<file path="src/rtl/rc_filter_mc_if.sv">
// Stream interface of rc_filter_mc.
//   in_valid/in_ready/in_ch/in_data     : sample input handshake
//   out_valid/out_ready/out_ch/out_data : filtered result handshake
// The master modport is the side that supplies samples and consumes results.
// The slave modport is the filter side.
interface rc_filter_mc_if #(
    parameter int CH_W  = 2,
    parameter int WIDTH = 16
);
    logic                    in_valid;
    logic                    in_ready;
    logic [CH_W-1:0]         in_ch;
    logic signed [WIDTH-1:0] in_data;
    logic                    out_valid;
    logic                    out_ready;
    logic [CH_W-1:0]         out_ch;
    logic signed [WIDTH-1:0] out_data;

    modport master (
        output in_valid, in_ch, in_data, out_ready,
        input  in_ready, out_valid, out_ch, out_data
    );

    modport slave (
        input  in_valid, in_ch, in_data, out_ready,
        output in_ready, out_valid, out_ch, out_data
    );
endinterface

</file>
<file path="src/rtl/rc_filter_mc.sv">
// Time-multiplexed N-channel first-order RC low-pass filter.
// Each accepted sample updates its channel:
//   state[k] <= state[k] + round(coef[k] / 2^COEF_W * (in - state[k])).
// One shared multiplier sits behind a two-stage valid/ready pipeline:
// S1 captures the operands, S2 registers the result and writes the state.
// Ports:
//   clk, rst          : clock, synchronous active-high reset
//   bus (slave)       : sample input and result output handshakes
//   cfg_we/ch/coef    : per-channel coefficient write
//   clr               : per-channel state clear mask (one-cycle pulse)
module rc_filter_mc #(
    parameter int          N_CH     = 4,
    parameter int          WIDTH    = 16,
    parameter int          COEF_W   = 16,
    parameter int unsigned COEF_RST = 2 ** (COEF_W - 1),
    localparam int         CH_W     = (N_CH > 1) ? $clog2(N_CH) : 1
) (
    input  logic              clk,
    input  logic              rst,
    rc_filter_mc_if.slave     bus,
    input  logic              cfg_we,
    input  logic [CH_W-1:0]   cfg_ch,
    input  logic [COEF_W-1:0] cfg_coef,
    input  logic [N_CH-1:0]   clr
);
    localparam int              PW   = WIDTH + COEF_W + 2;
    localparam logic [CH_W:0]   CHN  = (CH_W + 1)'(N_CH);
    localparam logic [PW-1:0]   HALF = PW'(1) << (COEF_W - 1);

    logic signed [WIDTH-1:0] state_q [N_CH];
    logic [COEF_W-1:0]       coef_q  [N_CH];

    logic                    s1_valid_q;
    logic [CH_W-1:0]         s1_ch_q;
    logic signed [WIDTH-1:0] s1_data_q;
    logic signed [WIDTH-1:0] s1_state_q;
    logic [COEF_W-1:0]       s1_coef_q;

    logic                    out_valid_q;
    logic [CH_W-1:0]         out_ch_q;
    logic signed [WIDTH-1:0] out_data_q;

    logic                    advance;
    logic                    in_ch_ok;
    logic                    cfg_ch_ok;
    logic                    in_fire;
    logic signed [WIDTH-1:0] s1_state_d;
    logic [COEF_W-1:0]       s1_coef_d;

    logic signed [WIDTH:0]   delta;
    logic signed [PW-1:0]    prod;
    logic signed [PW-1:0]    rnd;
    logic signed [WIDTH-1:0] step;
    logic signed [WIDTH-1:0] new_state;

    // Result of the sample currently in S1; |step| <= |delta| so it cannot wrap.
    always_comb begin
        delta     = {s1_data_q[WIDTH-1], s1_data_q} - {s1_state_q[WIDTH-1], s1_state_q};
        prod      = PW'(delta) * $signed(PW'({1'b0, s1_coef_q}));
        rnd       = prod + $signed(HALF);
        step      = WIDTH'(rnd >>> COEF_W);
        new_state = s1_state_q + step;
    end

    always_comb begin
        advance   = !out_valid_q || bus.out_ready;
        in_ch_ok  = ({1'b0, bus.in_ch} < CHN);
        cfg_ch_ok = ({1'b0, cfg_ch} < CHN);
        // Out-of-range channels are still handshaked, but never enter S1.
        in_fire   = bus.in_valid && advance && !rst && in_ch_ok;

        s1_coef_d  = '0;
        s1_state_d = '0;
        if (in_ch_ok) begin
            s1_coef_d  = coef_q[bus.in_ch];
            s1_state_d = state_q[bus.in_ch];
        end
        // Forward the value S2 writes on this same edge; a clear on this edge overrides it.
        if (advance && s1_valid_q && (s1_ch_q == bus.in_ch)) begin
            s1_state_d = new_state;
        end
        if (in_ch_ok && clr[bus.in_ch]) begin
            s1_state_d = '0;
        end
    end

    always_ff @(posedge clk) begin
        if (rst) begin
            for (int unsigned k = 0; k < N_CH; k++) begin
                state_q[k] <= '0;
                coef_q[k]  <= COEF_W'(COEF_RST);
            end
            s1_valid_q  <= 1'b0;
            s1_ch_q     <= '0;
            s1_data_q   <= '0;
            s1_state_q  <= '0;
            s1_coef_q   <= '0;
            out_valid_q <= 1'b0;
            out_ch_q    <= '0;
            out_data_q  <= '0;
        end else begin
            if (cfg_we && cfg_ch_ok) begin
                coef_q[cfg_ch] <= cfg_coef;
            end
            if (advance) begin
                s1_valid_q <= in_fire;
                if (in_fire) begin
                    s1_ch_q    <= bus.in_ch;
                    s1_data_q  <= bus.in_data;
                    s1_state_q <= s1_state_d;
                    s1_coef_q  <= s1_coef_d;
                end
                out_valid_q <= s1_valid_q;
                if (s1_valid_q) begin
                    out_ch_q          <= s1_ch_q;
                    out_data_q        <= new_state;
                    state_q[s1_ch_q]  <= new_state;
                end
            end
            // Placed after the S2 write so a clear on the same channel wins.
            for (int unsigned k = 0; k < N_CH; k++) begin
                if (clr[k]) begin
                    state_q[k] <= '0;
                end
            end
        end
    end

    assign bus.in_ready  = advance && !rst;
    assign bus.out_valid = out_valid_q;
    assign bus.out_ch    = out_ch_q;
    assign bus.out_data  = out_data_q;
endmodule
</file>
<file path="src/flat_wrapper.sv">
// flat-port wrapper written by rule: the top's interface ports become plain ports
module rc_filter_mc_flat 
#(
    parameter int          N_CH     = 4,
    parameter int          WIDTH    = 16,
    parameter int          COEF_W   = 16,
    parameter int unsigned COEF_RST = 2 ** (COEF_W - 1),
    localparam int         CH_W     = (N_CH > 1) ? $clog2(N_CH) : 1
)
  (clk, rst, cfg_we, cfg_ch, cfg_coef, clr, bus_in_valid, bus_in_ch, bus_in_data, bus_out_ready, bus_in_ready, bus_out_valid, bus_out_ch, bus_out_data);
  rc_filter_mc_if #(.WIDTH(WIDTH)) bus_i ();
  input  logic clk;
  input  logic rst;
  input  logic cfg_we;
  input  logic [CH_W-1:0] cfg_ch;
  input  logic [COEF_W-1:0] cfg_coef;
  input  logic [N_CH-1:0] clr;
  input wire logic [$bits(bus_i.in_valid)-1:0] bus_in_valid;
  input wire logic [$bits(bus_i.in_ch)-1:0] bus_in_ch;
  input wire logic [$bits(bus_i.in_data)-1:0] bus_in_data;
  input wire logic [$bits(bus_i.out_ready)-1:0] bus_out_ready;
  output wire logic [$bits(bus_i.in_ready)-1:0] bus_in_ready;
  output wire logic [$bits(bus_i.out_valid)-1:0] bus_out_valid;
  output wire logic [$bits(bus_i.out_ch)-1:0] bus_out_ch;
  output wire logic [$bits(bus_i.out_data)-1:0] bus_out_data;
  assign bus_i.in_valid = bus_in_valid;
  assign bus_i.in_ch = bus_in_ch;
  assign bus_i.in_data = bus_in_data;
  assign bus_i.out_ready = bus_out_ready;
  assign bus_in_ready = bus_i.in_ready;
  assign bus_out_valid = bus_i.out_valid;
  assign bus_out_ch = bus_i.out_ch;
  assign bus_out_data = bus_i.out_data;
  rc_filter_mc #(.N_CH(N_CH), .WIDTH(WIDTH), .COEF_W(COEF_W), .COEF_RST(COEF_RST)) u_core (.clk(clk), .rst(rst), .bus(bus_i), .cfg_we(cfg_we), .cfg_ch(cfg_ch), .cfg_coef(cfg_coef), .clr(clr));
endmodule
</file>
<file path="config.mk">
export PLATFORM = sky130hd
export DESIGN_NAME = rc_filter_mc_flat
export DESIGN_NICKNAME = d
export VERILOG_FILES = /design/src/rtl/rc_filter_mc_if.sv /design/src/rtl/rc_filter_mc.sv /design/src/flat_wrapper.sv
export SDC_FILE = /design/constraint.sdc
export NUM_CORES = 1
export LEC_CHECK = 0
export ABC_AREA = 1
export CORE_MARGIN = 2
export CORE_UTILIZATION = 42
export CTS_CLUSTER_DIAMETER = 40
export DETAILED_ROUTE_END_ITERATION = 16
export SYNTH_ARGS = -nofsm -noshare
export SYNTH_HDL_FRONTEND = slang
export SYNTH_SLANG_ARGS = --single-unit
</file>
<file path="constraint.sdc">
create_clock -name clk -period 10.3 [get_ports clk]
set_input_delay 1.03 -clock clk [delete_from_list [all_inputs] [get_ports clk]]
set_output_delay 1.03 -clock clk [all_outputs]
set_load 0.05 [all_outputs]
</file>
==> flow_metrics.env <==
export IMPL_stdcell_count=2944
export IMPL_dpl_worst_slack_ps=1074
export IMPL_reg2regPathDepth=37
export IMPL_final_antenna_net_count=0
export IMPL_crit_type="flip-flop to flip-flop"
export IMPL_cp_slowest_stage_delay_ps=530
export IMPL_drc_errors=0
export IMPL_clk_latency_ps=450
export IMPL_period_minus_slack_ps=9304
export IMPL_ctsHoldBuffers=0
export IMPL_syn_to_final_growth_pct=8.835
export IMPL_reg2reg_slack_ps=1000
export IMPL_synth_nets=2745
export IMPL_place_inst=2912
export IMPL_ctsRootBufferMaster="clkbuf_16"
export IMPL_rsz0062_at_grt="no"
export IMPL_required_ps=10620
export IMPL_period_share_pct=90.33
export IMPL_reg2reg_to="u_core.s1_state_q[10]"
export IMPL_grt_pass1_wl_um=84680
export IMPL_synth_area_um2=19630
export IMPL_dpl_cell_area_um2=20830
export IMPL_route_vias_total=15170
export IMPL_first_iter_violations=964
export IMPL_final_area_um2=21360
export IMPL_max_clock_freq_ghz=0.1075
export IMPL_fin_skew_ps=14.29
export IMPL_path_clk_slew_ps=70
export IMPL_grt_max_degree=71
export IMPL_ys_types=50
export IMPL_start_util_pct=42.34
export IMPL_core_area_um2=46360
export IMPL_syn_avg_cell_area_um2=8.508
export IMPL_cts_buffer_depth=2
export IMPL_yosysWarningCount=0
export IMPL_numCtsBuffers=17
export IMPL_crit_path_end_kind="flip-flop"
export IMPL_seq_area_frac_synth_pct=26.72
export IMPL_r2r_start="u_core.s1_state_q[2]"
export IMPL_ys_ff_latch=198
export IMPL_place_gp_congestion=0.9226
export IMPL_holdCritPathClass="flip-flop to flip-flop"
export IMPL_cts_sinks=198
export IMPL_post_drt_wl_per_cell_um=17.68
export IMPL_drive_gt1_share_pct=3.979
export IMPL_maxCapViolations=0
export IMPL_cts_max_level=4
export IMPL_hold_viol_final=0
export IMPL_timing_critical_path_slowest_stage_cell="fa_1"
export IMPL_hpwl_um=39810
export IMPL_viasPerCell=5.153
export IMPL_first_pass_iters=6
export IMPL_worstPathArrival_ps=9620
export IMPL_synth_edf_count=128
export IMPL_final_common_cell="inv_1"
export IMPL_antenna_found_initial=0
export IMPL_rows=79
export IMPL_crit_end="u_core.s1_state_q[10]"
export IMPL_synthArstFlopShare_pct=0
export IMPL_syn_inst=2307
export IMPL_antenna_cells=0
export IMPL_dieArea_um2=48480
export IMPL_final_max_slew_viol_count=0
export IMPL_cts_resized=0
export IMPL_grt_overflow_total=0
export IMPL_ys_flop_type="edfxtp_1"
export IMPL_worst_slew_pin_slew_ps=1071
export IMPL_die_y_um=220.2
export IMPL_final_cell_mix="500 x inv_1, 377 x nor2_1, 308 x nand2_1, 268 x fa_1, 128 x edfxtp_1"
export IMPL_dieWidth_um=220.2
export IMPL_cp_start_kind="flip-flop"
export IMPL_nNetsFinal=2762
export IMPL_grt_pass1_vias=15730
export IMPL_io_pins=65
export IMPL_crit_start="u_core.s1_state_q[2]"
export IMPL_cts_tree="yes"
export IMPL_gr_usage_all_layers_pct=22.62
export IMPL_maxSlewHeadroom_pct=28.42
export IMPL_critPathMaxFanout=10
export IMPL_wirelength_um=52040
export IMPL_post_cts_buffers=0
export IMPL_status="finished clean"
export IMPL_setup_violations=0
export IMPL_port_buffers=64
export IMPL_layout_setup_ws_ps=995.8
export IMPL_setup_tns_ps=0
-- how the worst min path moves through the flow --
| stage | start | to | slack [ps] | cells past startpoint |
|---|---|---|---|---|
| 5_1_grt | u_core.s1_data_q[12] | u_core.s1_data_q[12] | 500 | 2 |
| 3_3_place_gp | u_core.s1_data_q[0] | u_core.s1_data_q[0] | 460 | 2 |
| 2_1_floorplan | u_core.s1_data_q[0] | u_core.s1_data_q[0] | 430 | 2 |
| 6_report | u_core.s1_data_q[0] | u_core.s1_data_q[0] | 470 | 2 |
| 3_5_place_dp | u_core.s1_data_q[0] | u_core.s1_data_q[0] | 460 | 2 |
| 4_1_cts | u_core.s1_data_q[0] | u_core.s1_data_q[0] | 480 | 2 |
-- critical path: cells and delay by family, from the launching register on --
family / cells / cell delay, ps
xor+xnor: 2 / 710
fa+ha+maj: 9 / 4020
buf+inv: 6 / 730
flops: 1 / 360
simple gates: 10 / 1600
compound gates: 10 / 1740
-- state kept, by name, summed over array words and instances (netlist names) --
signal and cells:
u_core.coef_q 64, u_core.state_q 64, u_core.bus.out_data 16, u_core.s1_coef_q 16, u_core.s1_data_q 16, u_core.s1_state_q 16, u_core.bus.out_ch 2, u_core.s1_ch_q 2
u_core.bus.out_valid 1, u_core.s1_valid_q 1
-- per-layer routing --
layer	part of all wire [%]	up-vias	track usage, %
li1	-	7105	-
met1	41	7420	29.07
met2	49	551	38.85
met3	7.1	93	3.945
met4	3.1	0	7.181
met5	0	-	0
-- area by class of cell --
class	instances	area, um^2
multi-input cells	1514	12150
clock buffers	18	429.2
flip-flops and latches	198	5245
fillers	4483	25000
well taps	607	759.5
inverters	514	1929
repair buffers	79	748.2
clock inverters	14	105.1
-- synthesized netlist by cell type, drive strengths merged, types with 18 or more instances --
cell    instances  area share [%]
o21ai         111             2.9
nand3          74             2.0
o22ai          18            0.57
a21oi          98             2.5
clkbuf         69             1.3
nor2          382             7.4
fa            268              27
ha            125             8.0
inv           511             9.8
nand2         317             6.2
edfxtp        128              20
xor2           25             1.2
dfxtp          70             7.1
-- through the flow --
| step | utilization (%) | hold slack [ps] |
|---|---|---|
| CTS | 46.08 | 475.1 |
| detailed placement | 44.93 | 464.1 |
| floorplan | - | 433.1 |
| global placement | 44.93 | 455.4 |
| global route | 46.08 | 501.7 |
| finish | 46.08 | 472.1 |
-- cells by family after synthesis --
kind of cell / after synthesis / synth area share [%]
compound gates: 280 / 8.216
xor+xnor: 39 / 1.778
flops: 198 / 26.72
simple gates: 802 / 16.53
fa+ha+maj: 393 / 35.30
buf+inv: 595 / 11.45
Power is left out: the tool's default activity adds up to more than one toggle a clock period on the data nets, which glitch-free logic cannot reach.
==> edit 1: new RTL, config.mk and constraints unchanged <==
Make the reset (`rst`) asynchronous in one clocked block. Comments in the files are not updated.
--- a/src/rtl/rc_filter_mc.sv
+++ b/src/rtl/rc_filter_mc.sv
@@ -84,7 +84,7 @@
         end
     end
 
-    always_ff @(posedge clk) begin
+    always_ff @(posedge clk or posedge rst) begin
         if (rst) begin
             for (int unsigned k = 0; k < N_CH; k++) begin
                 state_q[k] <= '0;
Function: changed (Yosys sat finds a counterexample within 4 cycles, from zero or initial values and one cycle with rst high; the reset may be asserted at any time).
==> edit 1 against the unedited design <==
Clock skew about the same; die area is 3.9% higher; routed wire length is 13% higher; worst setup slack worse by 0.37 ns; global-route usage up 1.8 points; via count up 11%; sequential cell count is the same; critical endpoint is now u_core.state_q[59]; largest cell class unchanged; synthesized area increased by 3.9%; cell area increased by 4.3%; worst hold slack better by 0.0082 ns.
Power is left out: the tool's default activity adds up to more than one toggle a clock period on the data nets, which glitch-free logic cannot reach.
==> edit 1: results (changes against the unedited design) <==
- Cells after Synth: 2554 (+11%)
- Ranking of synthesized cells by area: fa_1 (26%), dfrtp_1 (24%), inv_1 (10%), nand2_1 (9.0%), ha_1 (7.7%)
- Via count: 16.79k (+11%)
- Crit-path slowest cell: nand2_1
- Flop-to-flop setup slack: 0.63 ns (-0.37 ns)
- Most frequent cells after synthesis: inv_1 (556), nand2_1 (490), fa_1 (268), nor2_1 (262), o21ai_0 (195)
- CP max FO: 11 (+1)
- HP Start: u_core.coef_q[33]
- Synthesized net count: 2992 (+9.0%)
- Ys flop type: dfrtp_1
- Post-layout net count: 3013 (+9.1%)
- RR Startpoint: u_core.s1_state_q[4]
- Routability congestion estimate: 0.8968 (-2.8%)
- Layout cells sized above 1: 0.04869 (+0.008892)
- Worst path max stage delay: 0.56 ns (+0.03 ns)
- Setup Skew: 0.01424 ns (-0.00005570 ns)
- Wire length of the first global-routing pass: 95.44 mm (+13%)
- Worst-path clk slew: 0.09 ns (+0.02 ns)
- FF-to-FF End: u_core.state_q[59]
- Post-synthesis compound-gate area fraction: 0.1075 (+0.02534)
- Period minus WS final: 9.675 ns (+0.3706 ns)
- XOR/XNOR Fraction of Synth Area: 0.01067 (-0.007114)
- Ys async rst share: 1.000 (+1.000)
- Antenna violations before repair: 1 (+1)
- Drt total wl: 58.71 mm (+13%)
- Arr. time, crit path: 9.99 ns (+0.37 ns)
- Largest net degree at the start of global routing: 135 (+90%)
- Synth Area in Adders: 0.3396 (-0.01340)
- Non-Filler Instances: 3203 (+8.8%)
- Worst slew pin tran: 1.129 ns (+0.05791 ns)
- R2R depth: 44 (+19%)
- Detailed Route Iter0 Violations: 1414 (+47%)
- Seq/Total Area, Yosys: 0.2431 (-0.02412)
- Num CTS Buffers: 17 (unchanged)
- Dpl hpwl: 45.22 mm (+14%)
- Status: finished, final reports clean
- Hold Crit Endpoint: u_core.coef_q[33]
- Synth unique cells: 53 (+6.0%)
==> edit 1: worst max path at each step <==
| stage | start | endpoint | slack, ns |
|---|---|---|---|
| after global routing | u_core.s1_state_q[4] | u_core.s1_state_q[12] | 0.05 |
| after global placement | u_core.s1_state_q[4] | u_core.s1_state_q[12] | 0.79 |
| after detailed placement | u_core.s1_state_q[4] | u_core.s1_state_q[12] | 0.73 |
| after CTS | u_core.s1_state_q[4] | u_core.s1_state_q[12] | 0.64 |
| after floorplan | u_core.s1_state_q[7] | u_core.s1_state_q[12] | 2.25 |
| final | u_core.s1_state_q[4] | u_core.state_q[59] | 0.63 |
==> edit 1: stage by stage <==
stage / hold WS (ns) / instance area (um^2) / setup slack (ns) / util
after detailed placement: 0.4647 / 21640 / 0.7279 / 0.4523
after floorplan: 0.4306 / 20400 / 2.254 / -
final: 0.4803 / 22280 / 0.6252 / 0.4656
after global routing: 0.5130 / 22280 / 0.05095 / 0.4656
after CTS: 0.4859 / 22280 / 0.6440 / 0.4656
after global placement: 0.4564 / 21640 / 0.7904 / 0.4523
==> edit 1: final cells by class <==
type	count	area, um^2
Inverter	575	2166
Timing Repair Buffer	86	800.8
Sequential cell	198	4960
Tap cell	615	769.5
Fill cell	4740	25570
Multi-Input combinational cell	1697	12940
Clock buffer	17	425.4
Clock inverter	15	212.7
==> edit 1: logic make-up after synthesis <==
kind of cell               count (synthesis)
buffers and inverters                    659
and+or+nand+nor                          884
AOI/OAI and AO/OA                        396
DFF                                      198
xor gates and xnor gates                  24
adders and majority gates                393
==> edit 1: worst min-delay path, stage by stage (launching register included) <==
cell,delay [ns]
dfrtp_1,0.34
nand2_1,0.05
o21ai_0,0.06
==> edit 1: layer usage <==
layer,vias to the layer above,wire length (um),GRT usage,part of all wire
met1,8374,26230,0.3437,0.45
met4,2,1329,0.06046,0.023
met2,501,27600,0.3994,0.47
met5,-,10,0,0.00017
li1,7830,-,-,-
met3,78,3537,0.03436,0.060
==> edit 2: new RTL, config.mk and constraints unchanged <==
Without the edit above. Add an input register stage for `cfg_we`, `cfg_ch` and `cfg_coef`, cleared by the reset; this delays them by one clock. The other inputs are not delayed to match.
--- a/src/rtl/rc_filter_mc.sv
+++ b/src/rtl/rc_filter_mc.sv
@@ -26,6 +26,22 @@
     localparam int              PW   = WIDTH + COEF_W + 2;
     localparam logic [CH_W:0]   CHN  = (CH_W + 1)'(N_CH);
     localparam logic [PW-1:0]   HALF = PW'(1) << (COEF_W - 1);
+
+    logic cfg_we_q;
+    logic [CH_W-1:0] cfg_ch_q;
+    logic [COEF_W-1:0] cfg_coef_q;
+
+    always_ff @(posedge clk) begin
+        if (rst) begin
+            cfg_we_q   <= '0;
+            cfg_ch_q   <= '0;
+            cfg_coef_q <= '0;
+        end else begin
+            cfg_we_q   <= cfg_we;
+            cfg_ch_q   <= cfg_ch;
+            cfg_coef_q <= cfg_coef;
+        end
+    end
 
     logic signed [WIDTH-1:0] state_q [N_CH];
     logic [COEF_W-1:0]       coef_q  [N_CH];
@@ -65,7 +81,7 @@
     always_comb begin
         advance   = !out_valid_q || bus.out_ready;
         in_ch_ok  = ({1'b0, bus.in_ch} < CHN);
-        cfg_ch_ok = ({1'b0, cfg_ch} < CHN);
+        cfg_ch_ok = ({1'b0, cfg_ch_q} < CHN);
         // Out-of-range channels are still handshaked, but never enter S1.
         in_fire   = bus.in_valid && advance && !rst && in_ch_ok;
 
@@ -99,8 +115,8 @@
             out_ch_q    <= '0;
             out_data_q  <= '0;
         end else begin
-            if (cfg_we && cfg_ch_ok) begin
-                coef_q[cfg_ch] <= cfg_coef;
+            if (cfg_we_q && cfg_ch_ok) begin
+                coef_q[cfg_ch_q] <= cfg_coef_q;
             end
             if (advance) begin
                 s1_valid_q <= in_fire;
Check against the original RTL: not equivalent (Yosys sat finds a counterexample within 4 cycles, from zero or initial values and one cycle with rst high).
==> edit 2 against the unedited design <==
Worst setup slack worse by 0.36 ns; routed wire length is 4.1% higher; fmax fell by 3.8%; sequential cell count increased by 19; sequential share of layout area is 0.76 points higher; synthesized area rose by 3.0%; cell area grew 4.0%; first-iteration DRC count is 5.2% higher; critical path type unchanged; critical endpoint is now u_core.state_q[3][15]; highest routed layer is now met5.
Power is left out: the tool's default activity adds up to more than one toggle a clock period on the data nets, which glitch-free logic cannot reach.
==> edit 2: results (changes against the unedited design) <==
- DR pass1 iterations: 7 (+1)
- Arr. time, crit path: 9.93 ns (+0.31 ns)
- Area of the multi-input gates: 0.01228 mm^2 (+1.1%)
- Clkbuf count: 34 (+16)
- Routability congestion estimate: 0.8963 (-2.9%)
- Routed len/inst: 17.87 um (+1.1%)
- Antenna violations before repair: 1 (+1)
- Dpl hpwl: 41.20 mm (+3.5%)
- Worst path max stage delay: 0.83 ns (+0.30 ns)
- Post-synth EDFFs: 128 (unchanged)
- Ranking of synthesized cells by area: fa_1 (27%), edfxtp_1 (19%), inv_1 (9.6%), dfxtp_1 (8.8%), ha_1 (7.7%)
- Multi-In Gates: 1540 (+1.7%)
- Non-clk buf share: 0.03446 (-0.0005666)
- Post-Syn Area per Cell: 8.518 um^2 (+0.12%)
- Seq cells post-synth: 217 (+9.6%)
- Clock Path Buffers: 3 (+1)
- Synth unique cells: 54 (+8.0%)
- Worst skew pair latency: 0.52 ns (+0.07 ns)
- Area after DPL: 0.02143 mm^2 (+2.9%)
- ClkCell Share: 0.03547 (+0.01046)
- Layout cells sized above 1: 0.04553 (+0.005735)
- Most frequent cells after synthesis: inv_1 (519), nor2_1 (379), nand2_1 (315), fa_1 (268), edfxtp_1 (128)
- Num CTS Buffers: 25 (+8)
- CP max FO: 6 (-4)
- Sequential cell area share: 0.2531 (+0.007619)
- Crit-path slowest cell: xor2_1
- Area Overhead vs Synth: 9.935%
- Largest net degree at the start of global routing: 70 (-1.4%)
- Total GRT Usage: 0.2241 (-0.002176)
- Status: finished, final reports clean
- DRC violations left: 0 (unchanged)
- Seq/Total Area, Yosys: 0.2783 (+0.01108)
- Setup Skew: 0.01322 ns (-0.001067 ns)
- Non-clock buffers: 82 (+3.8%)
- Wire length of the first global-routing pass: 87.57 mm (+3.4%)
- Synthesized net count: 2811 (+2.4%)
- Count of non-CTS inverters in the layout: 532 (+3.5%)
- H-tree depth: 1 (-3)
- Post-CTS Resized: 0 (unchanged)
- Worst slew margin: 0.2421 (-0.04209)
## edit 2: worst paths after layout
path / cells past startpoint / to / start / slack (ns)
setup / recovery: 44 / u_core.state_q[3][15] / u_core.s1_state_q[9] / 0.63
hold / removal: 2 / u_core.s1_data_q[0] / u_core.s1_data_q[0] / 0.47
setup reg to reg: 44 / u_core.state_q[3][15] / u_core.s1_state_q[9] / 0.63
hold reg to reg: 2 / u_core.s1_data_q[0] / u_core.s1_data_q[0] / 0.47
## edit 2: critical path: cells and delay by family, from the launching register on
family | cells | cell delay [ns]
adder cells (fa/ha/maj) | 9 | 4.04
AND/OR/NAND/NOR | 21 | 2.34
XOR/XNOR | 2 | 1.08
AO/OA/AOI/OAI | 4 | 0.82
buffers and inverters | 8 | 0.70
flip-flops | 1 | 0.40
## edit 2: logic make-up (layout without fill, tap and decap cells)
logic type | count (synthesis) | count (layout) | share of synthesized area
AO/OA/AOI/OAI | 280 | 280 | 0.08040
adder cells (fa/ha/maj) | 393 | 393 | 0.3428
buffers and inverters | 616 | 659 | 0.1149
XOR/XNOR | 33 | 33 | 0.01467
AND/OR/NAND/NOR | 834 | 834 | 0.1689
flip-flops | 217 | 217 | 0.2783
## edit 2: per-layer routing
metal  vias up  routed length, um  global-route usage
met2       517              25600              0.3793
met1      7674              23950              0.3058
met3        86               3341             0.02924
met4         2               1257             0.05527
met5         -                 13                   0
li1       7340                  -                   -
## edit 2: stage by stage
stage | setup slack (ns) | std cells | util
2_1_floorplan | 2.227 | 2373 | -
3_3_place_gp | 0.8053 | 2986 | 0.4499
3_5_place_dp | 0.8258 | 2986 | 0.4499
4_1_cts | 0.7397 | 3031 | 0.4664
5_1_grt | 0.007877 | 3031 | 0.4664
6_report | 0.6310 | 3031 | 0.4664
